===== config.mk =====
export PLATFORM = sky130hd
export DESIGN_NAME = rdata_handler_flat
export DESIGN_NICKNAME = d
export VERILOG_FILES = /design/src/rtl/rdata_handler_pkg.sv /design/src/rtl/rdata_handler_if.sv /design/src/rtl/rdata_handler_skew_buffer.sv /design/src/rtl/rdata_handler.sv /design/src/flat_wrapper.sv
export SDC_FILE = /design/constraint.sdc
export NUM_CORES = 1
export LEC_CHECK = 0
export ABC_CLOCK_PERIOD_IN_PS = 2550
export CAP_MARGIN = 20
export CORE_MARGIN = 2
export CORE_UTILIZATION = 45
export CTS_CLUSTER_DIAMETER = 100
export DETAILED_ROUTE_END_ITERATION = 8
export GPL_TIMING_DRIVEN = 1
export PLACE_DENSITY_LB_ADDON = 0.08
export SYNTH_ARGS = -nofsm -noshare
export SYNTH_HDL_FRONTEND = slang
export SYNTH_SLANG_ARGS = --single-unit

===== constraint.sdc =====
create_clock -name clk_i -period 2.55 [get_ports clk_i]
set_input_delay 0.51 -clock clk_i [delete_from_list [all_inputs] [get_ports clk_i]]
set_output_delay 0.51 -clock clk_i [all_outputs]
set_load 0.005 [all_outputs]

===== src/rtl/rdata_handler_pkg.sv =====
// rdata_handler_pkg
//   Shared types for the read-side streamer: address/data widths, the row
//   type fed to the systolic array, and the streamer FSM state encoding.
package rdata_handler_pkg;

  localparam int SYS_ARRAY_SIZE = 4;
  localparam int ADDR_W         = 8;
  localparam int DATA_W         = 16;
  localparam int ROW_BITS       = SYS_ARRAY_SIZE * DATA_W;

  typedef logic [ADDR_W-1:0] addr_t;
  typedef logic [DATA_W-1:0] data_t;
  typedef data_t [SYS_ARRAY_SIZE-1:0] row_t;

  typedef enum logic [1:0] {
    IDLE  = 2'd0,
    READ  = 2'd1,
    DRAIN = 2'd2,
    DONE  = 2'd3
  } rd_state_e;

endpackage


===== src/rtl/rdata_handler_if.sv =====
// rdata_handler_if
//   Bundles the streamer's command inputs, the two RAM read ports and the
//   skewed lane outputs toward the systolic array.
//   slave  : the rdata_handler side (drives RAM requests and lanes)
//   master : the environment side (issues commands, returns RAM data)
//
// Handshake: there is no backpressure anywhere. start_i is a single-cycle
// command sampled only while the streamer is idle; RAM data is valid exactly
// one cycle after the matching en_*_o; a lane value is meaningful only while
// its lane_valid_o bit is high and reads as zero otherwise.
interface rdata_handler_if
  import rdata_handler_pkg::*;
#(
  parameter int N     = SYS_ARRAY_SIZE,
  parameter int LEN_W = 8
) ();

  logic                  start_i;
  addr_t                 addr_a_i;
  addr_t                 addr_b_i;
  logic [LEN_W-1:0]      len_i;
  logic                  en_a_o;
  addr_t                 addr_a_o;
  logic [N*DATA_W-1:0]   rdata_a_i;
  logic                  en_b_o;
  addr_t                 addr_b_o;
  logic [N*DATA_W-1:0]   rdata_b_i;
  data_t [N-1:0]         a_o;
  data_t [N-1:0]         b_o;
  logic [N-1:0]          lane_valid_o;
  logic                  busy_o;
  logic                  done_o;
  rd_state_e             state_o;   // debug view of the streamer FSM

  modport slave (
    input  start_i, addr_a_i, addr_b_i, len_i, rdata_a_i, rdata_b_i,
    output en_a_o, addr_a_o, en_b_o, addr_b_o, a_o, b_o, lane_valid_o,
           busy_o, done_o, state_o
  );

  modport master (
    output start_i, addr_a_i, addr_b_i, len_i, rdata_a_i, rdata_b_i,
    input  en_a_o, addr_a_o, en_b_o, addr_b_o, a_o, b_o, lane_valid_o,
           busy_o, done_o, state_o
  );

endinterface


===== src/rtl/rdata_handler_skew_buffer.sv =====
// rdata_handler_skew_buffer
//   Triangular shift register: lane i of an incoming row is delayed by i
//   cycles so rows enter the systolic array on a diagonal wavefront.
//   clk_i, rst_i : clock, asynchronous active-low reset
//   row_i/valid_i: one row and its valid bit
//   row_o/valid_o: skewed lanes and the matching per-lane valid vector
module rdata_handler_skew_buffer
  import rdata_handler_pkg::*;
#(
  parameter int N = SYS_ARRAY_SIZE
) (
  input  logic          clk_i,
  input  logic          rst_i,
  input  data_t [N-1:0] row_i,
  input  logic          valid_i,
  output data_t [N-1:0] row_o,
  output logic  [N-1:0] valid_o
);

  // Lane 0 has no delay; invalid data is forced to zero so the array sees
  // zero padding outside the wavefront.
  assign row_o[0]   = valid_i ? row_i[0] : '0;
  assign valid_o[0] = valid_i;

  for (genvar i = 1; i < N; i++) begin : g_lane
    data_t [i-1:0] d_q;
    logic  [i-1:0] v_q;

    always_ff @(posedge clk_i or negedge rst_i) begin
      if (!rst_i) begin
        d_q <= '0;
        v_q <= '0;
      end else begin
        d_q[0] <= valid_i ? row_i[i] : '0;
        v_q[0] <= valid_i;
        for (int s = 1; s < i; s++) begin
          d_q[s] <= d_q[s-1];
          v_q[s] <= v_q[s-1];
        end
      end
    end

    assign row_o[i]   = d_q[i-1];
    assign valid_o[i] = v_q[i-1];
  end

endmodule


===== src/rtl/rdata_handler.sv =====
// rdata_handler
//   On start, reads K consecutive rows of A and B from the dual-port RAM
//   (one row per cycle) and presents them diagonally skewed to the left (A)
//   and top (B) edges of the systolic array.
//   clk_i : clock
//   rst_i : asynchronous active-low reset
//   bus   : command, RAM read ports and lane outputs (slave side)
module rdata_handler
  import rdata_handler_pkg::*;
#(
  parameter int N     = SYS_ARRAY_SIZE,
  parameter int LEN_W = 8
) (
  input  logic            clk_i,
  input  logic            rst_i,
  rdata_handler_if.slave  bus
);

  rd_state_e        state_q;
  logic [LEN_W-1:0] len_q;
  logic [LEN_W-1:0] cnt_q;      // row index in READ, drain cycle in DRAIN
  logic             en_q;
  addr_t            addr_a_q;
  addr_t            addr_b_q;
  logic             busy_q;
  logic             done_q;
  logic             rd_vld_q;   // RAM data of the previous request is on rdata_*

  always_ff @(posedge clk_i or negedge rst_i) begin
    if (!rst_i) begin
      state_q  <= IDLE;
      len_q    <= '0;
      cnt_q    <= '0;
      en_q     <= 1'b0;
      addr_a_q <= '0;
      addr_b_q <= '0;
      busy_q   <= 1'b0;
      done_q   <= 1'b0;
      rd_vld_q <= 1'b0;
    end else begin
      done_q   <= 1'b0;
      rd_vld_q <= en_q;
      case (state_q)
        IDLE: begin
          if (bus.start_i) begin
            if (bus.len_i == '0) begin
              state_q <= DONE;
              done_q  <= 1'b1;
            end else begin
              state_q  <= READ;
              busy_q   <= 1'b1;
              en_q     <= 1'b1;
              addr_a_q <= bus.addr_a_i;
              addr_b_q <= bus.addr_b_i;
              len_q    <= bus.len_i;
              cnt_q    <= '0;
            end
          end
        end
        READ: begin
          if (cnt_q == len_q - LEN_W'(1)) begin
            // Addresses keep their last value through DRAIN.
            state_q <= DRAIN;
            en_q    <= 1'b0;
            cnt_q   <= '0;
          end else begin
            cnt_q    <= cnt_q + LEN_W'(1);
            addr_a_q <= addr_a_q + addr_t'(1);
            addr_b_q <= addr_b_q + addr_t'(1);
          end
        end
        DRAIN: begin
          // N cycles: one for the RAM latency of the last row plus N-1 for
          // it to walk through the deepest skew lane.
          if (cnt_q == LEN_W'(N - 1)) begin
            state_q <= DONE;
            busy_q  <= 1'b0;
            done_q  <= 1'b1;
          end else begin
            cnt_q <= cnt_q + LEN_W'(1);
          end
        end
        DONE: begin
          state_q <= IDLE;
        end
        default: begin
          state_q <= IDLE;
        end
      endcase
    end
  end

  data_t [N-1:0] row_a;
  data_t [N-1:0] row_b;
  logic  [N-1:0] vld_a;
  logic  [N-1:0] vld_b;

  assign row_a = bus.rdata_a_i;
  assign row_b = bus.rdata_b_i;

  rdata_handler_skew_buffer #(.N(N)) u_skew_a (
    .clk_i   (clk_i),
    .rst_i   (rst_i),
    .row_i   (row_a),
    .valid_i (rd_vld_q),
    .row_o   (bus.a_o),
    .valid_o (vld_a)
  );

  rdata_handler_skew_buffer #(.N(N)) u_skew_b (
    .clk_i   (clk_i),
    .rst_i   (rst_i),
    .row_i   (row_b),
    .valid_i (rd_vld_q),
    .row_o   (bus.b_o),
    .valid_o (vld_b)
  );

  // Both skew chains carry the same valid stream; combining them keeps the
  // lane valid honest for A and B alike.
  assign bus.lane_valid_o = vld_a & vld_b;
  assign bus.en_a_o       = en_q;
  assign bus.en_b_o       = en_q;
  assign bus.addr_a_o     = addr_a_q;
  assign bus.addr_b_o     = addr_b_q;
  assign bus.busy_o       = busy_q;
  assign bus.done_o       = done_q;
  assign bus.state_o      = state_q;

endmodule


===== src/flat_wrapper.sv =====
// flat-port wrapper written by rule: the top's interface ports become plain ports
module rdata_handler_flat import rdata_handler_pkg::*;
#(
  parameter int N     = SYS_ARRAY_SIZE,
  parameter int LEN_W = 8
)
  (clk_i, rst_i, bus_start_i, bus_addr_a_i, bus_addr_b_i, bus_len_i, bus_rdata_a_i, bus_rdata_b_i, bus_en_a_o, bus_addr_a_o, bus_en_b_o, bus_addr_b_o, bus_a_o, bus_b_o, bus_lane_valid_o, bus_busy_o, bus_done_o, bus_state_o);
  rdata_handler_if #(.N(N), .LEN_W(LEN_W)) bus_i ();
  input  logic clk_i;
  input  logic rst_i;
  input wire logic [$bits(bus_i.start_i)-1:0] bus_start_i;
  input wire logic [$bits(bus_i.addr_a_i)-1:0] bus_addr_a_i;
  input wire logic [$bits(bus_i.addr_b_i)-1:0] bus_addr_b_i;
  input wire logic [$bits(bus_i.len_i)-1:0] bus_len_i;
  input wire logic [$bits(bus_i.rdata_a_i)-1:0] bus_rdata_a_i;
  input wire logic [$bits(bus_i.rdata_b_i)-1:0] bus_rdata_b_i;
  output wire logic [$bits(bus_i.en_a_o)-1:0] bus_en_a_o;
  output wire logic [$bits(bus_i.addr_a_o)-1:0] bus_addr_a_o;
  output wire logic [$bits(bus_i.en_b_o)-1:0] bus_en_b_o;
  output wire logic [$bits(bus_i.addr_b_o)-1:0] bus_addr_b_o;
  output wire logic [$bits(bus_i.a_o)-1:0] bus_a_o;
  output wire logic [$bits(bus_i.b_o)-1:0] bus_b_o;
  output wire logic [$bits(bus_i.lane_valid_o)-1:0] bus_lane_valid_o;
  output wire logic [$bits(bus_i.busy_o)-1:0] bus_busy_o;
  output wire logic [$bits(bus_i.done_o)-1:0] bus_done_o;
  output wire logic [$bits(bus_i.state_o)-1:0] bus_state_o;
  assign bus_i.start_i = bus_start_i;
  assign bus_i.addr_a_i = bus_addr_a_i;
  assign bus_i.addr_b_i = bus_addr_b_i;
  assign bus_i.len_i = bus_len_i;
  assign bus_i.rdata_a_i = bus_rdata_a_i;
  assign bus_i.rdata_b_i = bus_rdata_b_i;
  assign bus_en_a_o = bus_i.en_a_o;
  assign bus_addr_a_o = bus_i.addr_a_o;
  assign bus_en_b_o = bus_i.en_b_o;
  assign bus_addr_b_o = bus_i.addr_b_o;
  assign bus_a_o = bus_i.a_o;
  assign bus_b_o = bus_i.b_o;
  assign bus_lane_valid_o = bus_i.lane_valid_o;
  assign bus_busy_o = bus_i.busy_o;
  assign bus_done_o = bus_i.done_o;
  assign bus_state_o = bus_i.state_o;
  rdata_handler #(.N(N), .LEN_W(LEN_W)) u_core (.clk_i(clk_i), .rst_i(rst_i), .bus(bus_i));
endmodule

==> results of run 1 <==
==> through the flow <==
step                hold slack, ns  cell area [µm²]  std cells  setup slack (ns)  total power, µW
CTS                          0.346            12600       1212           0.00691             7610
global route                 0.349            12700       1219           -0.0477             7790
global placement             0.331            11800       1168            -0.173             4090
detailed placement           0.335            11800       1168            -0.262             4100
finish                       0.345            12700       1219             0.103             7510
floorplan                    0.214             8720        667             0.234             3770
==> metal layers <==
layer  GRT usage  routed length [µm]  vias up
li1            -                   -     2709
met1       0.267                8580     2907
met2       0.348               10700      252
met3      0.0463                1630       46
met4      0.0693                 592        0
met5           0                   0        -
==> logic make-up after synthesis <==
family | count (synthesis)
simple gates | 223
fa+ha+maj | 8
flops | 233
mux | 13
buf+inv | 109
compound gates | 74
xor+xnor | 7
==> layout make-up <==
type | instances | area, µm² | share of cell area
flip-flops and latches | 233 | 5830 | 0.459
repair buffers | 343 | 3420 | 0.269
multi-input cells | 325 | 2270 | 0.179
clock buffers | 33 | 686 | 0.0540
well taps | 260 | 325 | 0.0256
clock inverters | 10 | 111 | 0.00877
inverters | 15 | 56.3 | 0.00443
==> worst max path at each step <==
| stage | from | end | slack [ns] |
|---|---|---|---|
| 6_report | u_core.len_q[2] | u_core.bus.addr_b_o[7] | 0.10 |
| 5_1_grt | u_core.len_q[2] | u_core.cnt_q[7] | -0.05 |
| 4_1_cts | u_core.rd_vld_q | bus_b_o[11] | 0.007 |
| 3_5_place_dp | bus_len_i[5] | u_core.bus.addr_a_o[6] | -0.26 |
| 3_3_place_gp | bus_len_i[5] | u_core.bus.addr_a_o[6] | -0.17 |
| 2_1_floorplan | u_core.len_q[0] | u_core.bus.state_o[0] | 0.23 |
==> where the power goes <==
part	total, µW	internal (µW)	leakage [µW]	switching [µW]
logic	328	218	0.00235	110
registers	3700	3700	0.00317	0
clock network	3480	2090	0.000396	1390
==> flip-flops by register name, summed over array words and instances, names as in the netlist, 2 cells and up <==
register,count
u_core.bus.addr_a_o,8
u_core.bus.addr_b_o,8
u_core.bus.state_o,2
u_core.cnt_q,8
u_core.len_q,8
u_core.u_skew_a.g_lane.d_q,64
u_core.u_skew_a.g_lane.v_q,3
u_core.u_skew_a.row_o,32
u_core.u_skew_b.g_lane.d_q,64
u_core.u_skew_b.row_o,32
==> cell usage after synthesis, types with 4 or more instances <==
| library cell | number | area share |
|---|---|---|
| dfrtp_1 | 233 | 0.67 |
| and2_1 | 130 | 0.093 |
| buf_4 | 67 | 0.058 |
| clkbuf_1 | 22 | 0.0095 |
| nand2_1 | 21 | 0.0090 |
| inv_1 | 15 | 0.0065 |
| nand3_1 | 14 | 0.0080 |
| a21oi_1 | 13 | 0.0075 |
| o21ai_0 | 12 | 0.0069 |
| nor2_1 | 11 | 0.0047 |
| and3_1 | 10 | 0.0072 |
| ha_1 | 8 | 0.011 |
| o211ai_1 | 8 | 0.0069 |
| mux2_2 | 7 | 0.0090 |
| mux2i_1 | 5 | 0.0057 |
| xnor2_1 | 5 | 0.0050 |
| a311oi_1 | 4 | 0.0040 |
| a41oi_1 | 4 | 0.0040 |
| nand2b_1 | 4 | 0.0029 |
| nor2b_1 | 4 | 0.0029 |
| nor3_1 | 4 | 0.0023 |
| o22ai_1 | 4 | 0.0029 |
| or2_2 | 4 | 0.0029 |
==> timing repair <==
item                                   in CTS  in global routing
hold buffers                                1                  0
setup endpoints to repair                   0                 43
setup buffers                               0                  6
endpoints found under the hold margin      22                  0
resized for setup                           0                 10
==> results_dict.tcl, run 1 <==
set metrics [dict create \
    die_x_um 143 \
    nNetsFinal 1106 \
    start_util 0.463 \
    start_kind "register" \
    synth_top_family_by_area "simple AND/OR/NAND/NOR gates" \
    final_cell_mix "307 x clkdlybuf4s50_1, 232 x dfrtp_1, 130 x and2_1" \
    asyncSetResetFlopFracSynth 1.00 \
    r2r_start "u_core.len_q[2]" \
    io_pins 309 \
    grt_first_pass_wirelength_um 32900 \
    rrSetupSlack_ns 0.10 \
    place_congestion 0.837 \
    crit_chain "or3_1 > o311ai_1 > o221ai_2 > a41oi_4 > a211oi_1 > a311oi_1" \
    slew_violations 0 \
    p_leak_uw 0.00592 \
    cts_tree "done" \
    die_h_um 143 \
    cts_sinks 233 \
    clkLatencyLatePin_ns 0.51 \
    portBuffers 308 \
    worstHoldPathType "register to register" \
    drt_wl_total_um 21500 \
    crit_fanout 12 \
    drc 0 \
    status "finished clean" \
    synth_edf_count 0 \
    rows 50 \
    h-tree-depth 1 \
    cts_buffers 25 \
    postSynthCellCount 667 \
    first_iter_violations 237 \
    synth_simple_gate_area_frac 0.154 \
    rsz0062_at_grt "yes" \
    n_fill_cell 1380 \
    min_path_cells 0 \
    first_pass_iters 5 \
    synthDistinctLibCells 59 \
    peakVddDrop_mv 0.368 \
    hpwl_um 15700 \
    netlist_area_um2 8720 \
    path_delay_family "compound AO/OA/AOI/OAI gates" \
    overflow 0 \
    required_ns 2.95 \
    whs_endpoint "u_core.u_skew_a.row_o[42]" \
    ant_nets 0 \
    clock_path_buffers 3 \
    drive_gt1_frac 0.106 \
    hold_viol_final 0 \
    worst_slew_pin_slew_ns 0.626 \
    synthAdderAreaFrac 0.0115 \
    synth_mux_area_frac 0.0161 \
    grt_pass1_vias 6181 \
    track_usage 0.207 \
    path_buf_inv 0 \
    final_common_cell "clkdlybuf4s50_1" \
    cpPeakStageDelay_ns 0.49 \
    path_class "register to register" \
    routed_via_density 4.85 \
    core_area_um2 18800 \
    reg2reg_depth 6 \
    ys_ff_latch 233 \
    final_util 0.674 \
    r2r-end "u_core.bus.addr_b_o[7]" \
    cp-end-kind "register" \
    cts_root_buf "clkbuf_16" \
    synth_compound_area_frac 0.0643 \
    maxCapViolations 0 \
    yosys_warnings 0 \
    worstHoldStart "u_core.u_skew_a.g_lane[2].d_q[10]" \
    synth_flop_cell "dfrtp_1" \
    synth-xor-area-share 0.00703 \
    antennaDiodeCount 0 \
    cp_num_cells 6 \
    finalClockSkew_ns 0.0120 \
    setup_viol 0 \
    fp.dieArea_um2 20500 \
    cp_slowest_cell "dfrtp_1" \
    antenna_found_initial 0 \
    ys_seq_area_frac 0.669 \
    clk_pin_slew_ns 0.06 \
    fmax_mhz 409 \
    relSlewSlack 0.583 \
    grt_max_degree 76 \
    synth_nets 830 \
    power_density_nw_per_um2 591 \
    vias 5914 \
    min_period_over_period 0.960 \
    avgRoutedWirePerCell_um 17.7 \
    syn_avg_cell_area_um2 13.1 \
    crit_arrival_ns 2.84 \
    syn_to_final_growth_pct 45.7 \
    timing.setup.tns_ns 0 \
    fin_crit_ns 2.45 \
]
Note: power is estimated with default switching activity, not from simulation.
==> run 2, diff against run 1 <==
- PLACE_DENSITY: unset -> 0.82
- PLACE_DENSITY_LB_ADDON: 0.08 -> unset
==> run 2 against run 1 <==
Critical path depth up 3. Maximum frequency down 1.1%. Design area down 0.42%. Die area unchanged. Wire length down 2.5%. Worst setup slack worse by 0.026 ns. Sequential power about the same. Critical endpoint is now u_core.bus.state_o[0].
==> results_dict.tcl, run 2 (synthesized netlist as in run 1, its figures left out) <==
set metrics [dict create \
    status "finished clean" \
    rrSetupSlack_ns 0.08 \
    first_iter_violations 179 \
    r2r_start "u_core.len_q[1]" \
    grt_max_degree 90 \
    switching_share 0.201 \
    crit_arrival_ns 2.88 \
    io_pins 309 \
    min_period_over_period 0.970 \
    drc 0 \
    portBuffers 308 \
    n_fill_cell 1319 \
    syn_to_final_growth_pct 45.1 \
    top_layer "met4" \
    cp-end-kind "register" \
    fmax_mhz 404 \
    cts_sinks 233 \
    seqPwrFrac 0.488 \
    final_common_cell "clkdlybuf4s50_1" \
    timing.setup.tns_ns 0 \
    h-tree-depth 1 \
    clkLatencyLatePin_ns 0.50 \
    cpPeakStageDelay_ns 0.39 \
    drive_gt1_frac 0.108 \
    power.internal_uw 6060 \
    hold_viol_final 0 \
    place_congestion 0.914 \
    final_area_um2 12600 \
    dpl_worst_slack_ns -0.289 \
    worst_slew_pin_slew_ns 0.638 \
    fin_crit_ns 2.47 \
    cts_root_buf "clkbuf_16" \
    grt_first_pass_wirelength_um 32800 \
    place_area_um2 11800 \
    core_area_um2 18800 \
    p_leak_uw 0.00589 \
    peakVddDrop_mv 0.344 \
    fp.dieArea_um2 20500 \
    antennaDiodeCount 0 \
    nNetsFinal 1100 \
    track_usage 0.205 \
    relSlewSlack 0.575 \
    setup_viol 0 \
    crit_chain "inv_1 > ha_2 > xor2_1 > o211ai_1 > nor4_4 > nand4_2 > a222oi_1 > buf_4 > mux2i_2" \
    routed_via_density 4.79 \
    wl_met1_um 8300 \
    grt_pass1_vias 6141 \
    clk_pin_slew_ns 0.06 \
    start_kind "register" \
    crit_fanout 5 \
    wl_met2_um 10400 \
    slew_violations 0 \
    hold_buffers 0 \
    vias 5823 \
    power_frac_clock 0.469 \
    antenna_found_initial 0 \
    final_cell_mix "307 x clkdlybuf4s50_1, 232 x dfrtp_1, 130 x and2_1" \
    top_regs "u_core.u_skew_a.g_lane.d_q x64, u_core.u_skew_b.g_lane.d_q x64" \
    start_util 0.463 \
    maxCapViolations 0 \
    clock_path_buffers 3 \
    cts_tree "done" \
    p_switching_uw 1520 \
    drt_wl_total_um 21000 \
    die_h_um 143 \
    finalClockSkew_ns 0.0190 \
    fin_ws_ns 0.0768 \
    critPathLaunch "u_core.len_q[1]" \
    avgRoutedWirePerCell_um 17.3 \
    required_ns 2.96 \
    rows 50 \
    overflow 0 \
    power_density_nw_per_um2 599 \
    ant_nets 0 \
    path_class "register to register" \
    hpwl_um 15200 \
    combPwrFrac 0.043 \
    route.met3.wl_um 1670 \
    cts_buffers 24 \
    first_pass_iters 5 \
    cp_slowest_cell "nor4_4" \
    worstHoldPathType "input pin to async pin" \
    die_x_um 143 \
]
==> run 2: cell types whose count changed in the layout (fill, tap and decap cells not counted), moves of 2 or more <==
cell | before | now
buf_4 | 29 | 27
clkbuf_1 | 5 | 2
clkbuf_8 | 3 | 5
clkinvlp_4 | 0 | 2
inv_1 | 13 | 15
inv_2 | 2 | 0
==> run 2: worst max-delay path, delay by kind of cell (launching register included) <==
kind,cells,cell delay (ns)
flops,1,0.35
fa+ha+maj,1,0.33
xor+xnor,1,0.15
mux,1,0.23
buf+inv,2,0.27
simple gates,2,0.61
compound gates,2,0.44
==> run 2: final cells by class <==
cell class              instances  area, µm²  share of cell area
flip-flops and latches        233       5830               0.461
repair buffers                338       3350               0.265
multi-input cells             325       2250               0.178
clock buffers                  32        702              0.0555
well taps                     260        325              0.0257
clock inverters                12        123             0.00970
inverters                      15       56.3             0.00445
==> run 2: power groups by stage <==
stage / clock network [µW] / logic, µW / registers, µW
floorplan: 0 / 2.05 / 3770
global placement: 0 / 322 / 3760
detailed placement: 0 / 327 / 3760
CTS: 3620 / 330 / 3700
global route: 3780 / 356 / 3690
finish: 3550 / 324 / 3700
==> run 2: path summary, 6_finish.rpt <==
kind / depth (start not counted) / to
setup reg to reg: 9 / u_core.bus.state_o[0]
setup / recovery: 9 / u_core.bus.state_o[0]
min in group clk_i: 0 / u_core.u_skew_b.g_lane[3].d_q[16]
max in group asynchronous: 2 / u_core.rd_vld_q
hold reg to reg: 0 / u_core.u_skew_b.g_lane[3].d_q[16]
hold / removal: 1 / u_core.u_skew_a.row_o[48]
==> run 2: repair_timing <==
item / CTS / global route
pin swaps: 0 / 6
buffers inserted: 0 / 2
gates resized for setup: 1 / 9
setup endpoints to repair: 31 / 20
==> run 2: stage by stage <==
stage,power [µW],std cells,hold slack (ns),utilization
after CTS,7650,1213,0.0259,0.668
final,7570,1215,0.0121,0.671
after global routing,7830,1215,0.0558,0.671
after floorplan,3770,667,0.214,-
after detailed placement,4090,1169,0.335,0.624
after global placement,4090,1169,0.331,0.624
==> run 2: routing by layer <==
metal,track usage,up-vias
met5,0,-
met1,0.262,2842
li1,-,2685
met3,0.0510,43
met2,0.342,253
met4,0.0735,0
